$ cat config.mk
export PLATFORM = sky130hd
export DESIGN_NAME = br_sequencer
export DESIGN_NICKNAME = d
export VERILOG_FILES = /design/src/rtl/br_sequencer.sv
export SDC_FILE = /design/constraint.sdc
export NUM_CORES = 1
export LEC_CHECK = 0
export BUFFER_PORTS_ARGS = -buffer_cell sky130_fd_sc_hd__clkbuf_2
export CAP_MARGIN = 10
export CORE_MARGIN = 1.5
export CORE_UTILIZATION = 35
export CTS_CLUSTER_DIAMETER = 60
export CTS_CLUSTER_SIZE = 25
export DETAILED_ROUTE_END_ITERATION = 7
export PLACE_DENSITY = 0.53
export RECOVER_POWER = 50
export SYNTH_ARGS = -nofsm -noshare
export SYNTH_HDL_FRONTEND = slang
export SYNTH_SLANG_ARGS = --single-unit
$ cat constraint.sdc
create_clock -name clk -period 3.8 [get_ports clk]
set_clock_uncertainty 0.1 [all_clocks]
set_input_delay 0.19 -clock clk [delete_from_list [all_inputs] [get_ports clk]]
set_output_delay 0.19 -clock clk [all_outputs]
set_load 0.05 [all_outputs]
$ cat src/rtl/br_sequencer.sv
// br_sequencer: four-state R-type sequencer that reads operands, executes and writes back.
// It drives an external register file and keeps a wrapping count of retired instructions.
module br_sequencer (
    input  logic        clk,
    input  logic        rst,
    input  logic        instr_valid,
    input  logic [31:0] instr,
    output logic        instr_ready,
    output logic [4:0]  DL1,
    output logic [4:0]  DL2,
    input  logic [31:0] op1,
    input  logic [31:0] op2,
    output logic        we,
    output logic [4:0]  DE,
    output logic [31:0] Dato,
    output logic        done,
    output logic        err,
    output logic [15:0] retired
);
    typedef enum logic [1:0] {IDLE, READ, EXEC, WRITE} state_t;
    state_t state_q, state_d;
    logic [5:0] opc_q, opc_d, fn_q, fn_d;
    logic [4:0] rd_q, rd_d, dl1_q, dl1_d, dl2_q, dl2_d;
    logic [31:0] a_q, a_d, b_q, b_d, res_q, res_d, alu;
    logic [15:0] retired_q, retired_d;
    logic accept, valid, unused_shamt;
    assign unused_shamt = ^instr[10:6];
    always_comb begin
        accept = state_q == IDLE && instr_valid;
        valid = opc_q == 6'd0 && (fn_q == 6'h20 || fn_q == 6'h22 || fn_q == 6'h24 ||
                                  fn_q == 6'h25 || fn_q == 6'h2A);
        case (state_q)
            IDLE:    state_d = instr_valid ? READ : IDLE;
            READ:    state_d = EXEC;
            EXEC:    state_d = WRITE;
            default: state_d = IDLE;
        endcase
        opc_d = accept ? instr[31:26] : opc_q;
        fn_d = accept ? instr[5:0] : fn_q;
        rd_d = accept ? instr[15:11] : rd_q;
        // Read addresses are loaded at accept so they are already valid during READ.
        dl1_d = accept ? instr[25:21] : dl1_q;
        dl2_d = accept ? instr[20:16] : dl2_q;
        a_d = state_q == READ ? op1 : a_q;
        b_d = state_q == READ ? op2 : b_q;
        alu = fn_q == 6'h20 ? a_q + b_q :
              fn_q == 6'h22 ? a_q - b_q :
              fn_q == 6'h24 ? a_q & b_q :
              fn_q == 6'h25 ? a_q | b_q :
              {31'd0, $signed(a_q) < $signed(b_q)};
        res_d = state_q == EXEC ? alu : res_q;
        retired_d = state_q == WRITE ? retired_q + 16'd1 : retired_q;
        instr_ready = state_q == IDLE;
        done = state_q == WRITE;
        err = done && !valid;
        we = done && valid && rd_q != 5'd0;
        DL1 = dl1_q;
        DL2 = dl2_q;
        DE = rd_q;
        Dato = res_q;
        retired = retired_q;
    end
    always_ff @(posedge clk or posedge rst) begin
        if (rst) begin
            state_q <= IDLE;
            opc_q <= '0;
            fn_q <= '0;
            rd_q <= '0;
            dl1_q <= '0;
            dl2_q <= '0;
            a_q <= '0;
            b_q <= '0;
            res_q <= '0;
            retired_q <= '0;
        end else begin
            state_q <= state_d;
            opc_q <= opc_d;
            fn_q <= fn_d;
            rd_q <= rd_d;
            dl1_q <= dl1_d;
            dl2_q <= dl2_d;
            a_q <= a_d;
            b_q <= b_d;
            res_q <= res_d;
            retired_q <= retired_d;
        end
    end
endmodule

==> results of run 1 <==
[synth_stat cells (all sizes together), types with 4 or more instances]
cell type  count  area share (%)
dfrtp        141              36
o21ai        123             6.3
inv          119             4.5
nand2        114             4.3
ha           101              13
nor2          91             3.4
a21oi         89             4.5
clkbuf        58             2.2
xnor2         33             2.9
mux2          29             3.3
mux2i         22             2.2
nand3         18            0.91
nor3          16            0.81
a31oi         15            0.95
a211oi        14             1.1
nor2b         14            0.93
a22oi         11            0.83
nor4          11            0.69
o211ai        11            0.97
nand2b         9            0.57
nand4          9            0.57
a21o           8            0.61
o21bai         8            0.61
xor2           8            0.71
o31ai          7            0.53
or4            7            0.57
a2111oi        6            0.53
o221ai         6            0.53
buf            5            0.20
o21a           5            0.38
or3            5            0.32
a211o          4            0.35
and3           4            0.25
[layout make-up]
cell class / count / area share, %
multi-input cells: 843 / 45.5
flip-flops and latches: 141 / 28.2
repair buffers: 270 / 14.2
well taps: 378 / 3.78
inverters: 120 / 3.61
clock buffers: 18 / 3.51
clock inverters: 14 / 1.21
[where the power goes]
| group | switching, mW | internal, mW |
|---|---|---|
| clock | 0.760 | 0.943 |
| sequential | 0.522 | 2.20 |
| combinational | 5.52 | 2.93 |
| total | 6.80 | 6.08 |
[worst reg2reg max path, delay by kind of cell, from the launching register on]
family | cells | cell delay (ns)
AND/OR/NAND/NOR | 1 | 0.08
adder cells (fa/ha/maj) | 1 | 0.37
flip-flops | 1 | 0.37
AO/OA/AOI/OAI | 7 | 2.10
buffers and inverters | 3 | 0.38
[flip-flops by register name, summed over array words and instances (netlist names)]
signal,cells
DE,5
retired,16
b_q,32
fn_q,6
DL1,5
Dato,32
opc_q,6
DL2,5
a_q,32
state_q,2
[metal layers]
layer,up-vias,part of all wire [%],wire length (um)
met4,0,1.2,335
met3,20,4.2,1200
met1,4317,48,13800
li1,4486,-,-
met5,-,0,0
met2,221,47,13300
[per-stage QoR]
step / hold WS, ns / power, mW
5_1_grt: 0.388 / 14.0
4_1_cts: 0.366 / 13.0
3_5_place_dp: 0.299 / 11.2
6_report: 0.375 / 12.9
2_1_floorplan: 0.207 / 9.01
3_3_place_gp: 0.300 / 11.1
[kinds of logic (layout without fill, tap and decap cells)]
logic type | after synthesis | count (layout) | share of synthesized area, %
AOI/OAI and AO/OA | 341 | 341 | 21.2
xor gates and xnor gates | 41 | 41 | 3.62
adders and majority gates | 103 | 103 | 13.2
buffers and inverters | 183 | 422 | 6.95
DFF | 141 | 141 | 35.6
muxes | 51 | 51 | 5.52
and+or+nand+nor | 307 | 307 | 14.0
[cells in the final DEF, fill, tap and decap left out, types with 33 or more instances in the layout]
cell type,n
dfrtp_1,140
o21ai_0,121
inv_1,118
nand2_1,114
ha_1,100
clkbuf_2,97
dlygate4sd3_1,92
nor2_1,91
a21oi_1,89
clkbuf_1,65
xnor2_1,33
[worst max path at each step]
stage                 start       end  cells after the start
floorplan            a_q[6]  Dato[31]                     11
global placement     a_q[5]  Dato[26]                     12
detailed placement   a_q[5]  Dato[26]                     12
CTS                 fn_q[1]        we                      5
global route         a_q[5]  Dato[26]                     12
finish              fn_q[1]        we                      5
[repair_timing]
action,4_1_cts,5_1_grt
resized for setup,0,0
endpoints found under the hold margin,124,0
hold buffers,92,0
buffers inserted,0,0
==> impl_metrics.py, run 1 <==
metrics = {
    "synthesis": {
        "postSynthCellCount": 1167,
        "synth_seq_cells": 141,
        "ys_seq_area_share_pct": 35.6,
        "synth-async-reset-ratio_pct": 100,
        "synth_edf_count": 0,
        "ys_warn_count": 0,
        "syn_area_sq_mm": 0.00991,
        "avgSynthCellArea_sq_um": 8.49,
        "synth_nets": 1369,
        "ys_types": 67,
        "synth-main-ff-cell": "dfrtp_1",
    },
    "timing": {
        "layout_min_cycle_time_ns": 3.49,
        "worst_pin_slew_ns": 1.87,
        "fmax_ghz": 0.287,
        "hold_violations": 0,
        "timing.setup.tns_ns": 0,
        "finalMaxSlewViolations": 99,
        "report.final.setup_viol": 0,
        "relSlewSlack_pct": -24.5,
        "setup_ws_ns": 0.315,
        "fin_crit_sh_pct": 91.7,
        "rsz0062_at_grt": "false",
    },
    "worst_setup_path": {
        "path_delay_family": "buffers and inverters",
        "reg2reg_depth": 12,
        "rrSetupSlack_ns": 0.33,
        "critPathMaxFanout": 19,
        "cp_num_buf_inv": 2,
        "timing.rr.end": "Dato[26]",
        "cp_slowest_cell": "dfrtp_1",
        "max_stage_delay_ns": 0.86,
        "cp-end-kind": "output port",
        "crit_chain": "clkinv_1 -> a2111oi_0 -> o211ai_1 -> nor2_1 -> clkbuf_2",
        "crit-reg2reg-launch": "a_q[5]",
        "cp-start-kind": "register",
        "crit_arrival_ns": 3.20,
        "crit_type": "reg2out",
        "cp.required_ns": 3.51,
    },
    "detailed_routing": {
        "vias_per_cell": 5.07,
        "routed_wl_mm": 28.6,
        "drt_iter0_drc": 530,
        "drc_errors": 0,
        "vias": 9044,
        "wl_per_cell_um": 16.0,
        "ant_nets": 0,
        "drt_first_pass_iters": 5,
    },
    "grt": {
        "grt_overflow": 0,
        "grt_max_degree": 68,
        "antenna_found_initial": 0,
        "grtUsageMet3_pct": 3.77,
        "met1_usage_pct": 27.2,
        "grt_use_met2_pct": 32.5,
        "grt_pass1_wl_mm": 45.9,
        "grtUsageTotal_pct": 20.0,
        "grt_pass1_vias": 8841,
        "grt-busiest-layer": "met2",
    },
    "die": {
        "core_sq_mm": 0.0279,
        "dieArea_sq_mm": 0.0293,
        "start_util_pct": 35.6,
        "dieWidth_um": 171,
        "fp.dieH_um": 171,
        "rows": 61,
        "io_pins": 166,
    },
    "outcome": {
        "status": "finished with violations",
        "failed_checks": "max-capacitance violations, max-slew violations",
    },
    "finish": {
        "finalNonFillerCells": 1784,
        "fin_area_sq_mm": 0.0125,
        "nFillCells": 2834,
        "seqCellArea_sq_mm": 0.00353,
        "post_route_cells_drive_above_1_share_pct": 13.4,
        "multi_input_area_sq_mm": 0.00570,
        "finalNetCount": 1595,
        "final_util_pct": 45.0,
        "diodes": 0,
        "area_growth_syn_to_layout_pct": 26.4,
    },
    "clocking": {
        "numCtsBuffers": 17,
        "clockBufferDepth": 2,
        "cts_sinks": 141,
        "clkTransAtPathRegs_ns": 0.07,
        "htreeDepth": 4,
        "root_buffer": "clkbuf_16",
        "insertion_delay_ns": 0.45,
        "cts_tree": "yes",
    },
    "worst_hold_path": {
        "whs_endpoint": "retired[15]",
        "hp-class": "reg2reg",
        "hp-start": "retired[15]",
        "whs_path_depth": 1,
    },
    "placement": {
        "dp_hpwl_mm": 20.8,
        "numPortBuffers": 160,
        "post_dp_cell_area_sq_mm": 0.0111,
        "place_congestion": 0.885,
        "dp_cells": 1660,
        "post-place-ws_ns": 0.379,
    },
    "power": {
        "p_per_area_mw_per_mm2": 1030,
        "p_leak_nw": 5.62,
        "peakVddDrop_v": 0.000611,
    },
    "flow_run": {
        "cap_violations": 2,
    },
}
No activity file was read; power rests on OpenSTA's default activity.
==> run 2: changes to the inputs <==
Settings changed: BUFFER_PORTS_ARGS -buffer_cell sky130_fd_sc_hd__clkbuf_2 to -buffer_cell sky130_fd_sc_hd__buf_2.
==> run 2 against run 1 <==
The flow still finishes with violations (max-capacitance violations, max-slew violations); non-clock buffer count is 1 higher; design area is 0.39% higher; power is 0.69% higher; via count is 0.18% higher; routed wire length is 0.63% higher; hold slack worse by 0.25 ns; worst setup slack worse by 0.079 ns; first-iteration DRC count is 14% higher; cell count hardly changed; sequential power is 1% lower; critical path type is now reg2reg; critical endpoint is now Dato[26]; largest power group unchanged.
==> impl_metrics.py, run 2 (synthesis gave the netlist of run 1 again) <==
metrics = {
    "outcome": {
        "status": "finished with violations",
        "failed_checks": "max-capacitance violations, max-slew violations",
    },
    "worst_setup_path": {
        "cp-endpoint": "Dato[26]",
        "crit-reg2reg-launch": "a_q[5]",
        "cp.required_ns": 4.08,
        "rrSetupSlack_ns": 0.24,
        "cp_num_buf_inv": 3,
        "crit_type": "reg2reg",
        "path_delay_family": "compound AO/OA/AOI/OAI gates",
        "critPathMaxFanout": 5,
        "crit_arrival_ns": 3.84,
        "cp-start-kind": "register",
        "reg2reg_depth": 12,
        "max_stage_delay_ns": 0.59,
        "cp_slowest_cell": "a2111oi_0",
        "cp-startpoint": "a_q[5]",
        "cp-end-kind": "register",
        "path_depth": 12,
        "crit_chain": "inv_1 -> ha_1 -> inv_1 -> a2111oi_0 -> buf_4 -> nand2_1 -> a21oi_1 -> o21ai_1 -> a21o_1 -> a2111oi_0 -> o311ai_0 -> a31oi_1",
        "timing.rr.end": "Dato[26]",
    },
    "detailed_routing": {
        "vias": 9060,
        "ant_nets": 0,
        "drc_errors": 0,
        "routed_wl_mm": 28.8,
        "drt_first_pass_iters": 5,
        "wl_per_cell_um": 16.1,
        "wl_met2_mm": 13.2,
        "highest_layer": "met4",
        "met1Wirelength_mm": 13.8,
        "drt_iter0_drc": 602,
        "vias_per_cell": 5.08,
        "dr_wl_met3_mm": 1.22,
    },
    "die": {
        "dieWidth_um": 171,
        "io_pins": 166,
        "start_util_pct": 35.6,
        "rows": 61,
        "dieArea_sq_mm": 0.0293,
        "fp.dieH_um": 171,
        "core_sq_mm": 0.0279,
    },
    "finish": {
        "area_growth_syn_to_layout_pct": 26.9,
        "diodes": 0,
        "finalNetCount": 1596,
        "final_common_cell": "dfrtp_1",
        "fin_area_sq_mm": 0.0126,
        "final_util_pct": 45.1,
        "nFillCells": 2772,
        "post_route_cells_drive_above_1_share_pct": 15.8,
        "finalNonFillerCells": 1785,
        "final_cell_mix": "dfrtp_1 (140), buf_2 (129), o21ai_0 (121)",
    },
    "clocking": {
        "clkTransAtPathRegs_ns": 0.08,
        "insertion_delay_ns": 0.46,
        "cts_tree": "yes",
        "numCtsBuffers": 17,
        "cts_sinks": 141,
        "root_buffer": "clkbuf_16",
        "clockBufferDepth": 2,
        "htreeDepth": 4,
        "cts_resized": 0,
    },
    "timing": {
        "finalMaxSlewViolations": 85,
        "relSlewSlack_pct": -58.0,
        "report.final.setup_viol": 0,
        "layout_min_cycle_time_ns": 3.56,
        "timing.setup.tns_ns": 0,
        "holdWs_ns": 0.126,
        "rsz0062_at_grt": "false",
        "fmax_ghz": 0.281,
        "hold_violations": 0,
        "fin_crit_sh_pct": 93.8,
        "worst_pin_slew_ns": 2.37,
        "setup_ws_ns": 0.236,
    },
    "power": {
        "p_total_mw": 13.0,
        "peakVddDrop_v": 0.000500,
        "p_leak_nw": 5.73,
        "p_per_area_mw_per_mm2": 1030,
    },
    "grt": {
        "grt_max_degree": 93,
        "grt_pass1_wl_mm": 46.3,
        "grt_pass1_vias": 8921,
        "antenna_found_initial": 0,
        "grtUsageTotal_pct": 20.3,
        "grt_overflow": 0,
    },
    "placement": {
        "place_congestion": 0.856,
        "post-place-ws_ns": 0.291,
        "numPortBuffers": 160,
        "dp_cells": 1660,
        "dp_hpwl_mm": 20.6,
        "post_dp_cell_area_sq_mm": 0.0111,
    },
    "worst_hold_path": {
        "hp-class": "in2async",
    },
    "flow_run": {
        "cap_violations": 2,
    },
}
run 2: cell count changes in the layout (fill, tap and decap cells not counted), sizes merged:
cell / delta
clkinvlp: -3
inv: +2
clkinv: +2
clkbuf: -129
buf: +129
run 2: what timing repair did:
item                      4_1_cts  5_1_grt
hold buffers                   92        0
hold endpoints to repair      135        0
buffers inserted                0        0
run 2: area by class of cell:
cell class / count / area [sq um] / area share (%)
clock buffers: 17 / 425 / 3.38
flip-flops and latches: 141 / 3530 / 28.1
inverters: 120 / 452 / 3.59
well taps: 378 / 473 / 3.76
repair buffers: 271 / 1820 / 14.4
multi-input cells: 843 / 5710 / 45.4
clock inverters: 15 / 169 / 1.34
run 2: worst min-delay path by stage:
stage,startpoint,to,slack [ns],cells after the start
floorplan,op2[0],b_q[0],0.21,2
global route,rst,DL1[1],0.16,3
detailed placement,op2[3],b_q[3],0.30,3
CTS,op2[0],b_q[0],0.36,4
global placement,op2[4],b_q[4],0.30,3
finish,rst,DL1[0],0.13,3
run 2: power by group:
group	internal, mW	switching, mW
Clock	0.937	0.796
Sequential	2.20	0.484
Combinational	2.97	5.57
Total	6.11	6.85
run 2: worst min-delay path, delay by kind of cell:
family / cells / cell delay (ns)
buffers and inverters: 3 / 0.88
run 2: metal layers:
layer | global-route usage, % | vias to the layer above
met1 | 27.2 | 4306
li1 | - | 4495
met5 | 0 | -
met2 | 32.4 | 222
met4 | 7.48 | 0
met3 | 3.89 | 37
==> run 3: changes to the inputs <==
Settings changed: PLACE_DENSITY 0.53 to not set, PLACE_DENSITY_LB_ADDON set to 0.05.
==> run 3 against run 2 <==
The run still ends with max-capacitance violations, max-slew violations left; register-to-register slack gained 0.08 ns; cell count shrank 0.11%; first-iteration DRC count shrank 5.6%; worst setup slack gained 0.082 ns; sequential share of layout area grew 0.076 points; power shrank 0.30%; routed wire length grew 1.2%.
==> impl_metrics.py, run 3 (synthesis gave the netlist of run 1 again) <==
metrics = {
    "timing": {
        "fmax_ghz": 0.287,
        "report.final.setup_viol": 0,
        "finalMaxSlewViolations": 142,
        "worst_pin_slew_ns": 2.07,
        "timing.setup.tns_ns": 0,
        "layout_min_cycle_time_ns": 3.48,
        "setup_ws_ns": 0.318,
        "hold_violations": 0,
        "relSlewSlack_pct": -38.1,
        "holdWs_ns": 0.227,
        "fin_crit_sh_pct": 91.6,
        "rsz0062_at_grt": "false",
    },
    "grt": {
        "grt_overflow": 0,
        "grt_pass1_wl_mm": 47.5,
        "grt_max_degree": 142,
        "grtUsageTotal_pct": 20.7,
        "grt_pass1_vias": 9039,
        "antenna_found_initial": 1,
    },
    "worst_setup_path": {
        "crit_type": "reg2reg",
        "crit_arrival_ns": 3.70,
        "cp.required_ns": 4.02,
        "rrSetupSlack_ns": 0.32,
        "crit-reg2reg-launch": "b_q[0]",
        "critPathMaxFanout": 4,
        "reg2reg_depth": 13,
        "cp_slowest_cell": "fa_1",
        "cp-end-kind": "register",
        "crit_chain": "ha_1 -> inv_1 -> fa_1 -> nor2b_1 -> o31ai_1 -> a21oi_1 -> a21oi_1 -> o31ai_1 -> buf_4 -> a21oi_1 -> o211a_1 -> a211o_1 -> o211a_1",
        "cp-startpoint": "b_q[0]",
        "worst_path_most_repeated_cell": "a21oi_1",
        "timing.rr.end": "Dato[30]",
        "max_stage_delay_ns": 0.41,
        "cp-start-kind": "register",
    },
    "outcome": {
        "failed_checks": "max-capacitance violations, max-slew violations",
        "status": "finished with violations",
    },
    "die": {
        "core_sq_mm": 0.0279,
        "rows": 61,
        "dieWidth_um": 171,
        "start_util_pct": 35.6,
        "fp.dieH_um": 171,
        "dieArea_sq_mm": 0.0293,
        "io_pins": 166,
    },
    "finish": {
        "final_cell_mix": "dfrtp_1 (140), buf_2 (127), o21ai_0 (121)",
        "nFillCells": 2810,
        "area_growth_syn_to_layout_pct": 26.6,
        "finalNetCount": 1594,
        "post_route_cells_drive_above_1_share_pct": 15.7,
        "diodes": 0,
        "seqCellArea_sq_mm": 0.00353,
        "multi_input_area_sq_mm": 0.00571,
        "final_common_cell": "dfrtp_1",
    },
    "placement": {
        "numPortBuffers": 160,
        "post-place-ws_ns": 0.395,
        "dp_hpwl_mm": 20.5,
        "place_congestion": 0.851,
    },
    "clocking": {
        "numCtsBuffers": 17,
        "insertion_delay_ns": 0.44,
        "htreeDepth": 4,
        "hold_buffers": 92,
        "cts_sinks": 141,
        "cts_tree": "yes",
        "root_buffer": "clkbuf_16",
        "postCtsSetupBuffers": 0,
        "clockBufferDepth": 2,
        "clkTransAtPathRegs_ns": 0.07,
        "cts_resized": 0,
    },
    "detailed_routing": {
        "drt_iter0_drc": 568,
        "drc_errors": 0,
        "routed_wl_mm": 29.1,
        "drt_first_pass_iters": 4,
        "vias_per_cell": 5.09,
        "vias": 9073,
        "wl_per_cell_um": 16.3,
        "ant_nets": 0,
    },
    "power": {
        "p_leak_nw": 5.69,
        "peakVddDrop_v": 0.000459,
        "p_per_area_mw_per_mm2": 1030,
    },
    "worst_hold_path": {
        "hp-class": "in2reg",
        "whs_path_depth": 4,
        "hp-start": "instr_valid",
        "whs_endpoint": "state_q[0]",
    },
    "flow_run": {
        "cap_violations": 1,
    },
}
-- run 3: changes by cell type in the layout (fill, tap and decap cells not counted), sizes merged --
cell / change
bufinv: -1
clkinv: -2
buf: -2
clkinvlp: +3
-- run 3: per-layer routing --
metal / vias to the layer above / part of all wire [%] / GRT usage, %
met5: - / 0.034 / 0
met4: 2 / 1.0 / 4.73
met3: 21 / 4.5 / 3.64
met2: 212 / 46 / 33.5
met1: 4347 / 49 / 28.6
li1: 4491 / - / -
-- run 3: critical path, delay by kind of cell (launching register included) --
family	cells	cell delay, ns
buf+inv	2	0.25
simple gates	1	0.20
flops	1	0.37
fa+ha+maj	2	0.62
compound gates	8	1.82
-- run 3: metrics by stage --
step | instances | instance area [sq um] | utilization [%] | total power, mW
final | 1783 | 12500 | 45.0 | 12.9
after global routing | 1783 | 12500 | 45.0 | 14.1
after CTS | 1783 | 12600 | 45.2 | 13.0
after detailed placement | 1659 | 11100 | 39.9 | 11.2
after global placement | 1659 | 11100 | 39.9 | 11.2
after floorplan | 1167 | 9910 | - | 9.01
-- run 3: power by group --
part           switching (mW)  internal, mW
combinational            5.64          2.98
sequential              0.474          2.20
clock                   0.775         0.859
total                    6.88          6.04
-- run 3: layout make-up --
cell class | count | share of cell area (%)
clock inverter | 15 | 1.02
clock buffer | 17 | 3.39
timing repair buffer | 269 | 14.5
tap | 378 | 3.77
inverter | 120 | 3.62
multi-input combinational | 843 | 45.5
sequential | 141 | 28.1
-- run 3: worst max path at each step --
| stage | endpoint | slack (ns) | cells after the start |
|---|---|---|---|
| after floorplan | Dato[31] | 0.84 | 11 |
| after global placement | Dato[26] | 0.42 | 12 |
| after detailed placement | Dato[28] | 0.39 | 12 |
| after CTS | Dato[30] | 0.37 | 13 |
| after global routing | Dato[28] | 0.02 | 12 |
| final | Dato[30] | 0.32 | 13 |
